`src/rtl/hs32_fetch_pkg.sv`:
```
// Shared definitions for the HS32 fetch stage: FSM states, word size, reset vector and
// the buffered {pc, inst} entry.
package hs32_fetch_pkg;

  typedef enum logic [1:0] {
    StIdle    = 2'd0,
    StReq     = 2'd1,
    StDiscard = 2'd2
  } fetch_state_e;

  localparam int unsigned HS32_WORD_BYTES = 4;
  localparam logic [31:0] HS32_RESET_VEC  = 32'h0000_0000;

  typedef struct packed {
    logic [31:0] pc;
    logic [31:0] inst;
  } fetch_entry_t;

endpackage

```
`src/rtl/hs32_fetch_fifo.sv`:
```
// Shift-style instruction buffer: entry 0 is always the head, so the head output holds its last
// value once the buffer drains. Push and pop may happen together at any occupancy.
module hs32_fetch_fifo
  import hs32_fetch_pkg::*;
#(
  parameter int unsigned Depth = 2
) (
  input  logic                           clk,
  input  logic                           reset,
  input  logic                           i_push,
  input  logic                           i_pop,
  input  logic                           i_clear,
  input  fetch_entry_t                   i_data,
  output fetch_entry_t                   o_head,
  output logic [$clog2(Depth+1)-1:0]     o_count,
  output logic                           o_empty,
  output logic                           o_full
);

  localparam int unsigned CntW = $clog2(Depth + 1);
  localparam int unsigned IdxW = (Depth > 1) ? $clog2(Depth) : 1;

  fetch_entry_t    r_mem [Depth];
  fetch_entry_t    w_mem [Depth];
  logic [CntW-1:0] r_count;
  logic [CntW-1:0] w_count;
  logic            w_pop;
  logic            w_push;

  always_comb begin
    int unsigned cnt;
    int unsigned wr_idx;
    cnt     = 32'(r_count);
    w_pop   = i_pop && (cnt != 0);
    w_push  = i_push && (w_pop || (cnt != Depth));
    wr_idx  = cnt - 32'(w_pop);
    w_mem   = r_mem;
    w_count = r_count;
    if (i_clear) begin
      w_count = '0;
    end else begin
      // On the last pop the head slot is left untouched so the outputs hold their value.
      for (int unsigned i = 0; i < Depth - 1; i++) begin
        if (w_pop && (i + 1 < cnt)) w_mem[IdxW'(i)] = r_mem[IdxW'(i + 1)];
      end
      for (int unsigned i = 0; i < Depth; i++) begin
        if (w_push && (i == wr_idx)) w_mem[IdxW'(i)] = i_data;
      end
      w_count = CntW'(cnt + 32'(w_push) - 32'(w_pop));
    end
  end

  always_ff @(posedge clk) begin
    if (reset) begin
      r_count <= '0;
      r_mem   <= '{default: '0};
    end else begin
      r_count <= w_count;
      r_mem   <= w_mem;
    end
  end

  assign o_head  = r_mem[0];
  assign o_count = r_count;
  assign o_empty = (r_count == '0);
  assign o_full  = (32'(r_count) == Depth);

endmodule

```
`src/rtl/hs32_fetch.sv`:
```
// HS32 instruction fetch: owns the PC, issues word reads and buffers words for decode.
// Define HS32_FETCH_PREFETCH_EN for a two-entry buffer with fetch-ahead (one word per cycle).
module hs32_fetch
  import hs32_fetch_pkg::*;
#(
  parameter logic [31:0] RESET_VEC = HS32_RESET_VEC
) (
  input  logic        clk,
  input  logic        reset,
  input  logic        flush,
  input  logic [31:0] newpc,
  input  logic        reqd,
  output logic        rdyd,
  output logic [31:0] instd,
  output logic [31:0] pcd,
  output logic [31:0] addr,
  input  logic [31:0] dtr,
  output logic        reqm,
  input  logic        rdym
);

`ifdef HS32_FETCH_PREFETCH_EN
  localparam int unsigned DEPTH = 2;
`else
  localparam int unsigned DEPTH = 1;
`endif
  localparam int unsigned CntW = $clog2(DEPTH + 1);

  fetch_state_e    r_state;
  fetch_state_e    w_state_next;
  logic [31:0]     r_pc;
  logic [31:0]     w_pc_next;
  logic [31:0]     r_addr;
  logic            w_push;
  logic            w_pop;
  logic            w_rdyd;
  logic            w_empty;
  logic            w_full;
  logic            w_room;
  logic [CntW-1:0] w_count;
  fetch_entry_t    w_head;
  fetch_entry_t    w_entry;

  assign w_rdyd  = !w_empty && !flush;
  assign w_pop   = reqd && w_rdyd;
  assign w_push  = (r_state == StReq) && rdym && !flush;
  // Room for another read once this cycle's push and pop have settled.
  assign w_room  = (32'(w_count) + 32'(w_push) - 32'(w_pop)) < DEPTH;
  assign w_entry = '{pc: r_addr, inst: dtr};

  always_comb begin
    w_state_next = r_state;
    w_pc_next    = r_pc;
    if (flush) begin
      w_pc_next = newpc & ~32'h3;
      unique case (r_state)
        StIdle:           w_state_next = StReq;
        StReq, StDiscard: w_state_next = rdym ? StReq : StDiscard;
        default:          w_state_next = StIdle;
      endcase
    end else begin
      if (w_push) w_pc_next = r_pc + 32'(HS32_WORD_BYTES);
      unique case (r_state)
        StIdle:    if (!w_full || w_pop) w_state_next = StReq;
        StReq:     if (rdym) w_state_next = w_room ? StReq : StIdle;
        StDiscard: if (rdym) w_state_next = StReq;
        default:   w_state_next = StIdle;
      endcase
    end
  end

  always_ff @(posedge clk) begin
    if (reset) begin
      r_state <= StIdle;
      r_pc    <= RESET_VEC;
      r_addr  <= '0;
    end else begin
      r_state <= w_state_next;
      r_pc    <= w_pc_next;
      // Address only moves when a new read starts; DISCARD keeps the stale one.
      if (w_state_next == StReq) r_addr <= w_pc_next;
    end
  end

  hs32_fetch_fifo #(
    .Depth (DEPTH)
  ) u_fifo (
    .clk     (clk),
    .reset   (reset),
    .i_push  (w_push),
    .i_pop   (w_pop),
    .i_clear (flush),
    .i_data  (w_entry),
    .o_head  (w_head),
    .o_count (w_count),
    .o_empty (w_empty),
    .o_full  (w_full)
  );

  assign rdyd  = w_rdyd;
  assign instd = w_head.inst;
  assign pcd   = w_head.pc;
  assign addr  = r_addr;
  assign reqm  = (r_state != StIdle);

endmodule

```
`config.mk`:
```
export PLATFORM = sky130hd
export DESIGN_NAME = hs32_fetch
export DESIGN_NICKNAME = d
export VERILOG_FILES = /design/src/rtl/hs32_fetch_pkg.sv /design/src/rtl/hs32_fetch_fifo.sv /design/src/rtl/hs32_fetch.sv
export SDC_FILE = /design/constraint.sdc
export NUM_CORES = 1
export LEC_CHECK = 0
export CAP_MARGIN = 20
export CORE_MARGIN = 1.5
export CORE_UTILIZATION = 49
export CTS_BUF_LIST = sky130_fd_sc_hd__clkbuf_4 sky130_fd_sc_hd__clkbuf_8
export DETAILED_ROUTE_END_ITERATION = 7
export HOLD_SLACK_MARGIN = 0.15
export PLACE_DENSITY_LB_ADDON = 0.2
export SLEW_MARGIN = 40
export SYNTH_ARGS = -nofsm -noshare
export SYNTH_HDL_FRONTEND = slang
export SYNTH_SLANG_ARGS = --single-unit
```
`constraint.sdc`:
```
create_clock -name clk -period 4.6 [get_ports clk]
set_clock_uncertainty 0.15 [all_clocks]
set_input_delay 0.92 -clock clk [delete_from_list [all_inputs] [get_ports clk]]
set_output_delay 0.92 -clock clk [all_outputs]
set_load 0.05 [all_outputs]
```
---- Yosys cells after proc, flatten, opt, wreduce, memory -nomap -nowiden ----
Index checks and enable logic that the tools add are counted.
operators by class
  $add $sub $neg .......................... 6
  order comparisons ....................... 1
  equality and inequality tests ........... 3
  muxes and demuxes ....................... 10
  bitwise gates (word level) .............. 2
  reductions and logical operators ........ 17
operators by type and width
  operator                                              number
  two-way mux 32 bit                                    2
  adder 32 x 3 -> 32 bit (second input constant)        1
  logical NOT 32 bit                                    1
  < comparator 32 x 1 -> 1 bit (second input constant)  1
  two-way mux 2 bit                                     5
  logical AND 1 bit                                     7
  case mux 2 bit (3 select lines)                       1
  equality test 2 x 1 -> 1 bit (second input constant)  2
  case mux 2 bit (2 select lines)                       1
  OR reduction 2 bit                                    2
  subtractor 2 x 1 -> 3 bit                             1
  adder 1 x 1 -> 2 bit                                  1
  equality test 2 bit (second input constant)           1
  logical NOT 1 bit                                     2
  logical NOT 2 bit                                     1
  logical OR 1 bit                                      2
  NOT 1 bit                                             2
  AND reduction 2 bit                                   1
  nonzero test 2 bit                                    1
  subtractor 1 x 1 -> 2 bit                             1
  adder 1 bit                                           1
  two-way mux 1 bit                                     1
  subtractor 1 bit                                      1
word-level totals
  register bits ........................... 131
  input bits .............................. 69
  output and inout port bits .............. 98
  word-level logic and storage cells ...... 45

---- Depth between registers and ports, before layout ----
Gate-level depths: netlist (run 1).
  depth in word-level cells ............... 11
  mapped depth ............................ 16

---- Cells and area by module ----
From an unflattened synthesis (run 1), not the netlist that was laid out.
second synthesis, totals
  cell total of the unflattened synthesis .. 663
  area total of the unflattened synthesis .. 6242.2 um^2
modules (own cells, without submodules)
  module           instances  cells each  area each (um^2)
  hs32_fetch       1          379         3268.1
  hs32_fetch_fifo  1          284         2974.1

---- Worst setup path before layout (run 1) ----
No wires, ideal clock.
  path type ............................... input port to flip-flop
  start point ............................. input port flush
  end point ............................... register r_addr[19], in the netlist addr[19]
  arrival time ............................ 4.068 ns
  data required time ...................... 4.349 ns
  slack ................................... 0.282 ns
  stages on the path ...................... 14
  buffers on the path ..................... 2
  cell sequence ........................... buf_6 -> nor2b_1 -> and2_1 -> ha_1 -> inv_1 -> ha_1 -> inv_1 -> ha_1 -> nor3b_1 -> o21ai_1 -> a211oi_2 -> nand2_1 -> buf_2 -> o41ai_1
on the way
  word-level cells in the longest chain between the ends .. 10
  elaborated cells between the ends (all ways) .. 16
  those cells by class .................... 2 x add/sub; 1 x order compare; 1 x eq/ne; 7 x mux; 5 x reduce/logical
ends and longest elaborated chain
  element                            RTL line          RTL
  start, declared                    hs32_fetch.sv:10  input logic flush,
  logical NOT 1 bit *                hs32_fetch.sv:44  assign w_rdyd = !w_empty && !flush;
  logical AND 1 bit *                hs32_fetch.sv:44
  named net rdyd                     hs32_fetch.sv:13  output logic rdyd,
  logical AND 1 bit *                hs32_fetch.sv:45  assign w_pop = reqd && w_rdyd;
  subtractor 2 x 1 -> 3 bit          hs32_fetch.sv:48  assign w_room = (32'(w_count) + 32'(w_push) - 32'(w_pop)) < DEPTH;
  < comparator 32 x 1 -> 1 bit       hs32_fetch.sv:48
  two-way mux 1 bit                  hs32_fetch.sv:65  StReq: if (rdym) w_state_next = w_room ? StReq : StIdle;
  two-way mux 2 bit                  hs32_fetch.sv:65
  case mux 2 bit (3 select lines) *  hs32_fetch.sv:63  unique case (r_state)
  two-way mux 2 bit *                hs32_fetch.sv:54  if (flush) begin
  equality test 2 x 1 -> 1 bit *     hs32_fetch.sv:81  if (w_state_next == StReq) r_addr <= w_pc_next;
  end signal, assigned               hs32_fetch.sv:81
  end, declared                      hs32_fetch.sv:33  logic [31:0] r_addr;
Mark *: on every way through the listed nets, which the timed path passes. The rest lies on a longest branch.
A chain may end at the register's enable or synchronous reset.

---- Final worst setup path (run 1) ----
  start point ............................. input port rdym
  end point ............................... register r_addr[29], in the netlist addr[29]
on the way
  word-level cells in the longest chain between the ends .. 10
  elaborated cells between the ends (all ways) .. 15
  those cells by class .................... 2 x add/sub; 1 x order compare; 1 x eq/ne; 9 x mux; 2 x reduce/logical
ends and longest elaborated chain
  element                          RTL line          RTL
  start, declared                  hs32_fetch.sv:19  input logic rdym
  logical AND 1 bit (2 in series)  hs32_fetch.sv:46  assign w_push = (r_state == StReq) && rdym && !flush;
  adder 1 x 1 -> 2 bit             hs32_fetch.sv:48
  subtractor 2 x 1 -> 3 bit        hs32_fetch.sv:48
  < comparator 32 x 1 -> 1 bit     hs32_fetch.sv:48
  two-way mux 1 bit                hs32_fetch.sv:65
  two-way mux 2 bit                hs32_fetch.sv:65
  case mux 2 bit (3 select lines)  hs32_fetch.sv:63
  two-way mux 2 bit                hs32_fetch.sv:54
  equality test 2 x 1 -> 1 bit     hs32_fetch.sv:81
Several ways; a longest one is shown, not always the timed one.

==> results of run 1 <==
## metrics by stage
step                      instances  area (um2)
after CTS                       954        7671
after detailed placement        923        7236
after global routing            954        7675
after global placement          923        7229
after floorplan                 652        5518
final                           954        7675
## worst max path at each step
stage | from | to | slack (ns) | cells past startpoint
2_1_floorplan | flush | addr[19] | 0.28 | 14
3_3_place_gp | rdym | addr[25] | 0.34 | 15
3_5_place_dp | rdym | addr[29] | 0.14 | 15
4_1_cts | rdym | addr[0] | 0.59 | 14
5_1_grt | rdym | addr[29] | 0.28 | 15
6_report | rdym | addr[29] | 0.53 | 15
## cell families after synthesis
logic type / Yosys count
and+or+nand+nor: 275
AOI/OAI and AO/OA: 161
buffers and inverters: 58
DFF: 131
xor gates and xnor gates: 9
adders and majority gates: 8
muxes: 10
## registers in the layout (all words and copies together) (netlist names)
name	cells
u_fifo.o_head	64
r_pc	32
addr	32
u_fifo.o_count	1
r_state	2
## critical path, stage by stage
cell and delay (ns):
clkdlybuf4s50_1 0.48, nand2_1 0.15, nor2_1 0.32, inv_1 0.08, ha_1 0.28, inv_1 0.06, ha_1 0.15, inv_1 0.05
ha_1 0.26, nor3b_1 0.19, o21ai_1 0.12, a211oi_2 0.51, nand2_1 0.14, buf_4 0.21, o41ai_1 0.33
## area by class of cell
| cell class | instances | area (um2) |
|---|---|---|
| fillers | 854 | 3213 |
| well taps | 140 | 175.2 |
| repair buffers | 175 | 1719 |
| inverters | 14 | 52.55 |
| clock inverters | 12 | 180.2 |
| clock buffers | 19 | 255.2 |
| flip-flops and latches | 131 | 2623 |
| multi-input cells | 463 | 2670 |
## metal layers
layer	GRT usage	share of wire
met1	0.3317	0.42
met3	0.06157	0.064
met4	0.1015	0.028
met2	0.4277	0.49
met5	0	0
## cells in the final DEF, fill, tap and decap left out, types with 6 or more instances in the layout
master	instances
clkdlybuf4s50_1	162
nand2_1	150
dfxtp_1	131
a21oi_1	76
nor2_1	28
nand3_1	19
clkbuf_8	18
inv_1	14
nor3_1	13
buf_4	13
o22a_1	12
nor2b_1	11
o21ai_0	11
o211ai_1	8
ha_1	8
o21a_1	7
a211oi_1	7
nand4_1	7
and2_1	6
and4_1	6
o31ai_1	6
## power by group through the flow
stage               clock, W  sequential, W  combinational (W)
global route         0.00112        0.00129           0.000660
floorplan                  0        0.00148           0.000196
global placement           0        0.00130           0.000610
finish               0.00107        0.00128           0.000624
detailed placement         0        0.00130           0.000622
CTS                  0.00108        0.00128           0.000623
==> reports/qor.csv, run 1 <==
metric;value;unit
status;finished clean;
Slew @ Worst Pin;0.7015;ns
fmax;245.6;MHz
CTS Sinks;131;
Pint;0.002056;W
Final Cycle Share;0.8852;
leakage power;2.764;nW
Row Count;38;
Worst-Skew Late Latency;0.43;ns
HPWL after DPL;10.90;mm
R2R setup slack;0.67;ns
post-CTS setup buffers;0;
cell at the root of the clock tree;clkbuf_8;
unrepaired setup endpoints after global routing;no;
CORE AREA;10890;um2
Diodes inserted;0;
First DRT Iteration DRCs;353;
crit end category;flop;
ANT nets after route;0;
Hold Slack;0.3032;ns
Max IR drop VDD;0.2899;mV
area grow syn2layout;39.09;%
Seq pwr share;0.431;
most frequent cell after synthesis;nand2_1;
Max Cap Viol;0;
Post-synth EDFFs;0;
die width;109.1;um
Crit path required time;4.78;ns
WHS Path Cells;2;
sw frac;0.3076;
Hold Path Origin;addr[9];
setup slack at placement;0.1393;ns
Hold Path Class;flop to flop;
Post-synth ARST share;0;
GR Overflow Total;0;
fin nets;879;
Final Worst Setup Slack;0.5281;ns
Logic pwr share;0.210;
PortBufs;164;
Sum Neg Setup Slack;0;ns
CTS tree;yes;
Pwr Total;0.002969;W
share of cells above drive strength 1;0.07862;
post-synthesis adder-cell area fraction;0.01814;
GPL Wtd Cong;0.9028;
Post-Synth Simple-Gate Area;0.2361;
WP data arrival;4.25;ns
pwr/cell area;386.9;nW/um2
die height;109.1;um
initial antenna violation count;0;
XOR/XNOR Fraction of Synth Area;0.01429;
vias in the first global route;4916;
hold endpoint;u_fifo.o_head[41];
Min Clock Period, post-route;4.072;ns
WS Path Type;input pin to flop;
via count;5345;
CTS buffer count;17;
Top FF cell, synth;dfxtp_1;
number of gates resized after cts;0;
average wire per standard cell;16.42;um
startpoint types;input pin;
Synth top area share;0.4753;
syn_nets;729;
Switch Pwr;0.0009132;W
CP max FO;10;
pin count of the biggest net entering global routing;65;
Global Route Usage Sum;0.2611;
synthesized cell area;5518;um2
Hold-fix buffers, CTS;0;
post-synthesis register bit count;131;
average size of a mapped cell;8.463;um2
RR Endpoint;addr[29];
count of final setup violators;0;
H-tree level count;4;
mux cell area share after synthesis;0.01950;
synth unique cells;62;
RR Startpoint;r_state[1];
clock-pin slew reported for the worst setup and hold paths after clock tree synthesis;0.08;ns
vias per std cell;5.603;
Die ar.;11910;um2
combinational family with the most area after synthesis;simple AND/OR/NAND/NOR gates;
Synth Area in Compound Gates;0.1934;
Remaining DRCs;0;
Yosys top cell by area;dfxtp_1;
sequential-to-total area share from yosys stat;0.4753;
first-pass GRT wire length;24.14;mm
Starting Density;0.5068;
Ports;167;
r2r worst-path depth;16;
Total Routed Length;15.67;mm
synthesized instance count;652;
top cells by area, synth;dfxtp_1 48%, nand2_1 10%, a21oi_1 7.0%;
Detailed Routing Iterations Pass 1;5;
Max-slew headroom;0.5298;
Post-synth top cells;151 x nand2_1, 131 x dfxtp_1, 77 x a21oi_1;
final hold viol count;0;
clock share of power;0.359;
Util after Layout;0.7049;
max-slew violation total from the final report;0;
CTS Buffer Depth;2;
yosys warns;0;
Power figures use the tool's default switching activity.
==> run 2, diff against run 1 <==
--- a/config.mk
+++ b/config.mk
@@ -5,9 +5,10 @@
 export SDC_FILE = /design/constraint.sdc
 export NUM_CORES = 1
 export LEC_CHECK = 0
+export ABC_AREA = 1
 export CAP_MARGIN = 20
 export CORE_MARGIN = 1.5
-export CORE_UTILIZATION = 49
+export CORE_UTILIZATION = 51
 export CTS_BUF_LIST = sky130_fd_sc_hd__clkbuf_4 sky130_fd_sc_hd__clkbuf_8
 export DETAILED_ROUTE_END_ITERATION = 7
 export HOLD_SLACK_MARGIN = 0.15
@@ -15,4 +16,5 @@
 export SLEW_MARGIN = 40
 export SYNTH_ARGS = -nofsm -noshare
 export SYNTH_HDL_FRONTEND = slang
+export SYNTH_HIERARCHICAL = 1
 export SYNTH_SLANG_ARGS = --single-unit
==> run 2 against run 1 <==
Count of clock-buffer cells in the layout is 7 higher. Flip-flop and latch count stayed put. Combinational power is 6.6% higher. Non-clock buffer count is 4 lower. First-iteration DRC count is 36% higher. Maximum frequency is 22% higher. Critical endpoint is now rdyd.
==> reports/qor.csv, run 2 <==
metric;value;unit
Slew @ Worst Pin;0.8216;ns
Worst-Skew Late Latency;0.43;ns
commonest cells after routing, fill and taps aside;204 x nand2_1, 164 x clkdlybuf4s50_1, 134 x inv_1, 134 x nor2_1, 131 x dfxtp_1;
CTS Buffer Depth;2;
crit end category;primary output;
top cells by area, synth;dfxtp_1 41%, nand2_1 12%, nand3_1 8.5%;
dpl cell area;8055;um2
Logic pwr share;0.232;
most common cell after layout, fill and taps aside;nand2_1;
CTS tree;yes;
WS Path Type;input pin to primary output;
Post-synth top cells;205 x nand2_1, 134 x inv_1, 134 x nor2_1;
Global Route Usage Sum;0.2466;
Detailed Routing Iterations Pass 1;5;
Hold-fix buffers, CTS;0;
synthesized instance count;969;
Max Cap Viol;0;
Synth Area in Compound Gates;0.1144;
Seq pwr share;0.443;
ANT nets after route;0;
fmax;300.2;MHz
share of cells above drive strength 1;0.05919;
average size of a mapped cell;6.681;um2
R2R setup slack;1.69;ns
First DRT Iteration DRCs;480;
post-synthesis register bit count;131;
status;finished clean;
clock-pin slew reported for the worst setup and hold paths after clock tree synthesis;0.07;ns
placed cells;1253;
cell at the root of the clock tree;clkbuf_8;
initial antenna violation count;0;
Final Cycle Share;0.7242;
sw frac;0.3158;
Diodes inserted;0;
vias in the first global route;5232;
Layout Cells excl Fill;1283;
fin nets;1180;
synth unique cells;37;
Max-slew headroom;0.4523;
Max IR drop VDD;0.1560;mV
syn_nets;1045;
CTS buffer count;17;
max-slew violation total from the final report;0;
Total Routed Length;16.28;mm
pin count of the biggest net entering global routing;79;
average wire per standard cell;12.69;um
Ports;167;
Hold Path Class;flop to flop;
Post-Synth Simple-Gate Area;0.3261;
Synth top area share;0.4051;
GPL Wtd Cong;0.8716;
post-synthesis adder-cell area fraction;0.01353;
most frequent cell after synthesis;nand2_1;
Sum Neg Setup Slack;0;ns
yosys warns;6;
startpoint types;input pin;
vias per std cell;4.931;
Post-synth ARST share;0;
synthesized cell area;6474;um2
unrepaired setup endpoints after global routing;no;
fin area;8436;um2
Remaining DRCs;0;
Pint;0.001957;W
CTS Sinks;131;
WP data arrival;2.26;ns
CORE AREA;12210;um2
mux cell area share after synthesis;0;
max reg flops;64;
HPWL after DPL;11.14;mm
Die ar.;13380;um2
die width;115.7;um
Fillers;1141;
clock share of power;0.324;
Row Count;40;
leakage power;3.631;nW
Yosys top cell by area;dfxtp_1;
CP max FO;2;
PortBufs;164;
via count;6327;
number of gates resized after cts;0;
sequential-to-total area share from yosys stat;0.4051;
Post-synth EDFFs;0;
Switch Pwr;0.0009034;W
Min Clock Period, post-route;3.331;ns
Crit path required time;3.53;ns
die height;115.7;um
pwr/cell area;339.1;nW/um2
combinational family with the most area after synthesis;simple AND/OR/NAND/NOR gates;
GR Overflow Total;0;
Top FF cell, synth;dfxtp_1;
area grow syn2layout;30.31;%
H-tree level count;4;
first-pass GRT wire length;26.03;mm
Util after Layout;0.6908;
post-CTS setup buffers;0;
count of final setup violators;0;
final hold viol count;0;
Starting Density;0.5301;
XOR/XNOR Fraction of Synth Area;0.002706;
## run 2: cell types whose count changed after synthesis, sizes merged, moves of 24 or more
cell   previous run  this run
inv              14       141
nor2             28       141
nand3            19       113
nand2           151       208
buf               5        39
a21oi            77       101
## run 2: worst max-delay path, stage by stage
cell             delay, ns
clkdlybuf4s50_1       0.43
nor2_2                0.10
clkdlybuf4s50_1       0.80
## run 2: path summary, 6_finish.rpt
check / from / to / cells after the start
max: flush / rdyd / 3
min: r_pc[0] / r_pc[0] / 2
max reg2reg: u_fifo/o_count / addr[19] / 18
min reg2reg: r_pc[0] / r_pc[0] / 2
## run 2: per-layer routing
metal / up-vias / share of wire / track usage
li1: 3318 / - / -
met3: 23 / 0.069 / 0.05178
met4: 0 / 0.015 / 0.08618
met1: 2798 / 0.47 / 0.3501
met2: 188 / 0.45 / 0.3728
met5: - / 0 / 0
## run 2: final cells by class
cell class	count	area (um2)	share of cell area
Sequential cell	131	2623	0.3109
Multi-Input combinational cell	642	2969	0.3520
Inverter	141	534.3	0.06333
Clock inverter	4	47.55	0.005636
Tap cell	168	210.2	0.02492
Clock buffer	26	332.8	0.03945
Timing Repair Buffer	171	1719	0.2038
## run 2: per-stage QoR
| step | hold slack (ns) | setup slack [ns] | total power, W |
|---|---|---|---|
| 2_1_floorplan | 0.2754 | 1.144 | 0.001727 |
| 3_3_place_gp | 0.2874 | 0.8997 | 0.001950 |
| 3_5_place_dp | 0.2959 | 0.8527 | 0.001958 |
| 4_1_cts | 0.3072 | 1.263 | 0.002881 |
| 5_1_grt | 0.3185 | 1.014 | 0.003003 |
| 6_report | 0.3050 | 1.269 | 0.002861 |
## run 2: power by group through the flow
stage | clock network, W | logic [W] | registers [W]
6_report | 0.000928 | 0.000665 | 0.00127
5_1_grt | 0.00100 | 0.000720 | 0.00128
4_1_cts | 0.000947 | 0.000668 | 0.00127
3_5_place_dp | 0 | 0.000665 | 0.00129
3_3_place_gp | 0 | 0.000659 | 0.00129
2_1_floorplan | 0 | 0.000258 | 0.00147
## run 2: logic make-up after synthesis
logic type / count (synthesis)
simple gates: 491
xor+xnor: 2
fa+ha+maj: 7
compound gates: 142
flops: 131
buf+inv: 196
==> run 3, diff against run 2 <==
==> constraint.sdc (replaced) <==
create_clock -name clk -period 3.1 [get_ports clk]
set_clock_uncertainty 0.15 [all_clocks]
set_input_delay 0.62 -clock clk [delete_from_list [all_inputs] [get_ports clk]]
set_output_delay 0.62 -clock clk [all_outputs]
set_load 0.05 [all_outputs]
==> run 3 against run 2 <==
Power grew 50%. Combinational power grew 53%. Setup slack lost 1.0 ns. Via count grew 0.25%. Count of clock-buffer cells in the layout is the same. Hold slack lost 0.0067 ns. Final area grew 1.6%. Clock power grew 49%. Core utilization grew 1.1 points. Flip-flop and latch count is the same. Sequential power grew 48%. Sequential share of layout area shrank 0.48 points. Critical path type is now input pin to flop. Largest cell class unchanged.
==> reports/qor.csv, run 3 (synthesis gave the netlist of run 2 again) <==
metric;value;unit
Final Worst Setup Slack;0.2399;ns
die width;115.7;um
Logic pwr share;0.239;
most common cell after layout, fill and taps aside;nand2_1;
leakage power;3.707;nW
RR Startpoint;u_fifo/o_count;
Starting Density;0.5301;
PortBufs;164;
Row Count;40;
Max Cap Viol;0;
setup slack at placement;-0.1910;ns
CP endpoint;addr[31];
Pint;0.002934;W
sw frac;0.3149;
initial antenna violation count;0;
CP max FO;20;
max-slew violation total from the final report;0;
vias per std cell;4.902;
CTS tree;yes;
Switch Pwr;0.001348;W
fin nets;1191;
most frequent CP cell;nand2_1;
GPL Wtd Cong;0.8856;
startpoint types;input pin;
Total Routed Length;16.39;mm
pwr/cell area;499.8;nW/um2
status;finished clean;
slowest stage delay, CP;0.52;ns
clock share of power;0.322;
number of gates resized after cts;0;
stages on the worst setup path;19;
Max IR drop VDD;0.2416;mV
WP data arrival;3.07;ns
Final Cycle Share;0.9226;
Slew @ Worst Pin;0.5923;ns
die height;115.7;um
Seq pwr share;0.440;
Diodes inserted;0;
post-CTS setup buffers;0;
WS Path Type;input pin to flop;
max reg flops;64;
crit path max-delay cell type;clkdlybuf4s50_1;
unrepaired setup endpoints after global routing;no;
CTS Buffer Depth;2;
R2R setup slack;0.35;ns
area grow syn2layout;32.35;%
final hold viol count;0;
vias in the first global route;5315;
CTS Sinks;131;
cell at the root of the clock tree;clkbuf_8;
Crit path required time;3.31;ns
delay-heaviest family, CP;buffers and inverters;
First DRT Iteration DRCs;562;
Ports;167;
commonest cells after routing, fill and taps aside;204 x nand2_1, 163 x clkdlybuf4s50_1, 134 x inv_1, 134 x nor2_1, 131 x dfxtp_1;
Hold Slack;0.2983;ns
clock-pin slew reported for the worst setup and hold paths after clock tree synthesis;0.07;ns
ANT nets after route;0;
crit end category;flop;
Hold-fix buffers, CTS;0;
Sum Neg Setup Slack;0;ns
GR Overflow Total;0;
CORE AREA;12210;um2
count of final setup violators;0;
Min Clock Period, post-route;2.860;ns
WP buf/inv;5;
pin count of the biggest net entering global routing;119;
via count;6343;
Die ar.;13380;um2
r2r worst-path depth;19;
average wire per standard cell;12.66;um
Detailed Routing Iterations Pass 1;5;
Remaining DRCs;0;
first-pass GRT wire length;26.11;mm
beginning of the critical path;flush;
share of cells above drive strength 1;0.06927;
HPWL after DPL;11.44;mm
CTS buffer count;17;
Hold Path Class;flop to flop;
Max-slew headroom;0.6047;
Fillers;1115;
RR Endpoint;addr[31];
Worst-Skew Late Latency;0.43;ns
worst path cell trace;clkdlybuf4s50_1, nor2_4, nand2_1, inv_1, ha_1, inv_1, nand2_1, ha_1, inv_1, nor2_1, nand3_1, nand2_1, nand2_1, nand2_1, nand3_2, buf_4, nand2_1, nand2_1, a21oi_1;
fmax;349.6;MHz
H-tree level count;4;
Global Route Usage Sum;0.2482;
## run 3: worst min path at each step
stage	start	to	slack, ns	cells after the start
finish	r_pc[0]	r_pc[0]	0.30	2
global route	r_pc[0]	r_pc[0]	0.32	2
CTS	r_pc[0]	r_pc[0]	0.30	2
detailed placement	r_pc[0]	r_pc[0]	0.29	2
global placement	r_pc[0]	r_pc[0]	0.29	2
floorplan	r_pc[1]	r_pc[1]	0.28	2
## run 3: layout make-up
cell class,count,area (um2),area share
Clock inverter,4,47.55,0.005549
Tap cell,168,210.2,0.02453
Multi-Input combinational cell,642,2974,0.3471
Inverter,141,531.8,0.06206
Sequential cell,131,2623,0.3061
Clock buffer,26,332.8,0.03884
Timing Repair Buffer,182,1849,0.2158
## run 3: worst register-to-register path, cell delays in order, from the launching register on
cell and delay (ns):
dfxtp_1 0.47, inv_1 0.12, nor2_4 0.12, nand2_1 0.09, inv_1 0.08, ha_1 0.24, inv_1 0.08, nand2_1 0.06
ha_1 0.27, inv_1 0.04, nor2_1 0.08, nand3_1 0.08, nand2_1 0.06, nand2_1 0.04, nand2_1 0.08, nand3_2 0.11
buf_4 0.23, nand2_1 0.10, nand2_1 0.05, a21oi_1 0.14
## run 3: through the flow
step / cells / total power, W / instance area [um2] / utilization
6_report: 1294 / 0.004282 / 8568 / 0.7016
3_3_place_gp: 1264 / 0.002926 / 8188 / 0.6705
2_1_floorplan: 969 / 0.002564 / 6479 / -
3_5_place_dp: 1264 / 0.002940 / 8188 / 0.6705
4_1_cts: 1294 / 0.004315 / 8568 / 0.7016
5_1_grt: 1294 / 0.004484 / 8568 / 0.7016
## run 3: routing by layer
| metal | routed length, um | vias up | part of all wire | GRT usage |
|---|---|---|---|---|
| met5 | 0 | - | 0 | 0 |
| met4 | 333 | 0 | 0.020 | 0.09187 |
| met3 | 1166 | 25 | 0.071 | 0.05178 |
| met2 | 7366 | 227 | 0.45 | 0.3834 |
| met1 | 7519 | 2758 | 0.46 | 0.3437 |
| li1 | - | 3333 | - | - |
## run 3: power by group through the flow
stage / clock network (W) / logic (W) / registers [W]
2_1_floorplan: 0 / 0.000383 / 0.00218
3_3_place_gp: 0 / 0.00101 / 0.00192
3_5_place_dp: 0 / 0.00102 / 0.00192
4_1_cts: 0.00141 / 0.00103 / 0.00188
5_1_grt: 0.00148 / 0.00111 / 0.00190
6_report: 0.00138 / 0.00102 / 0.00188
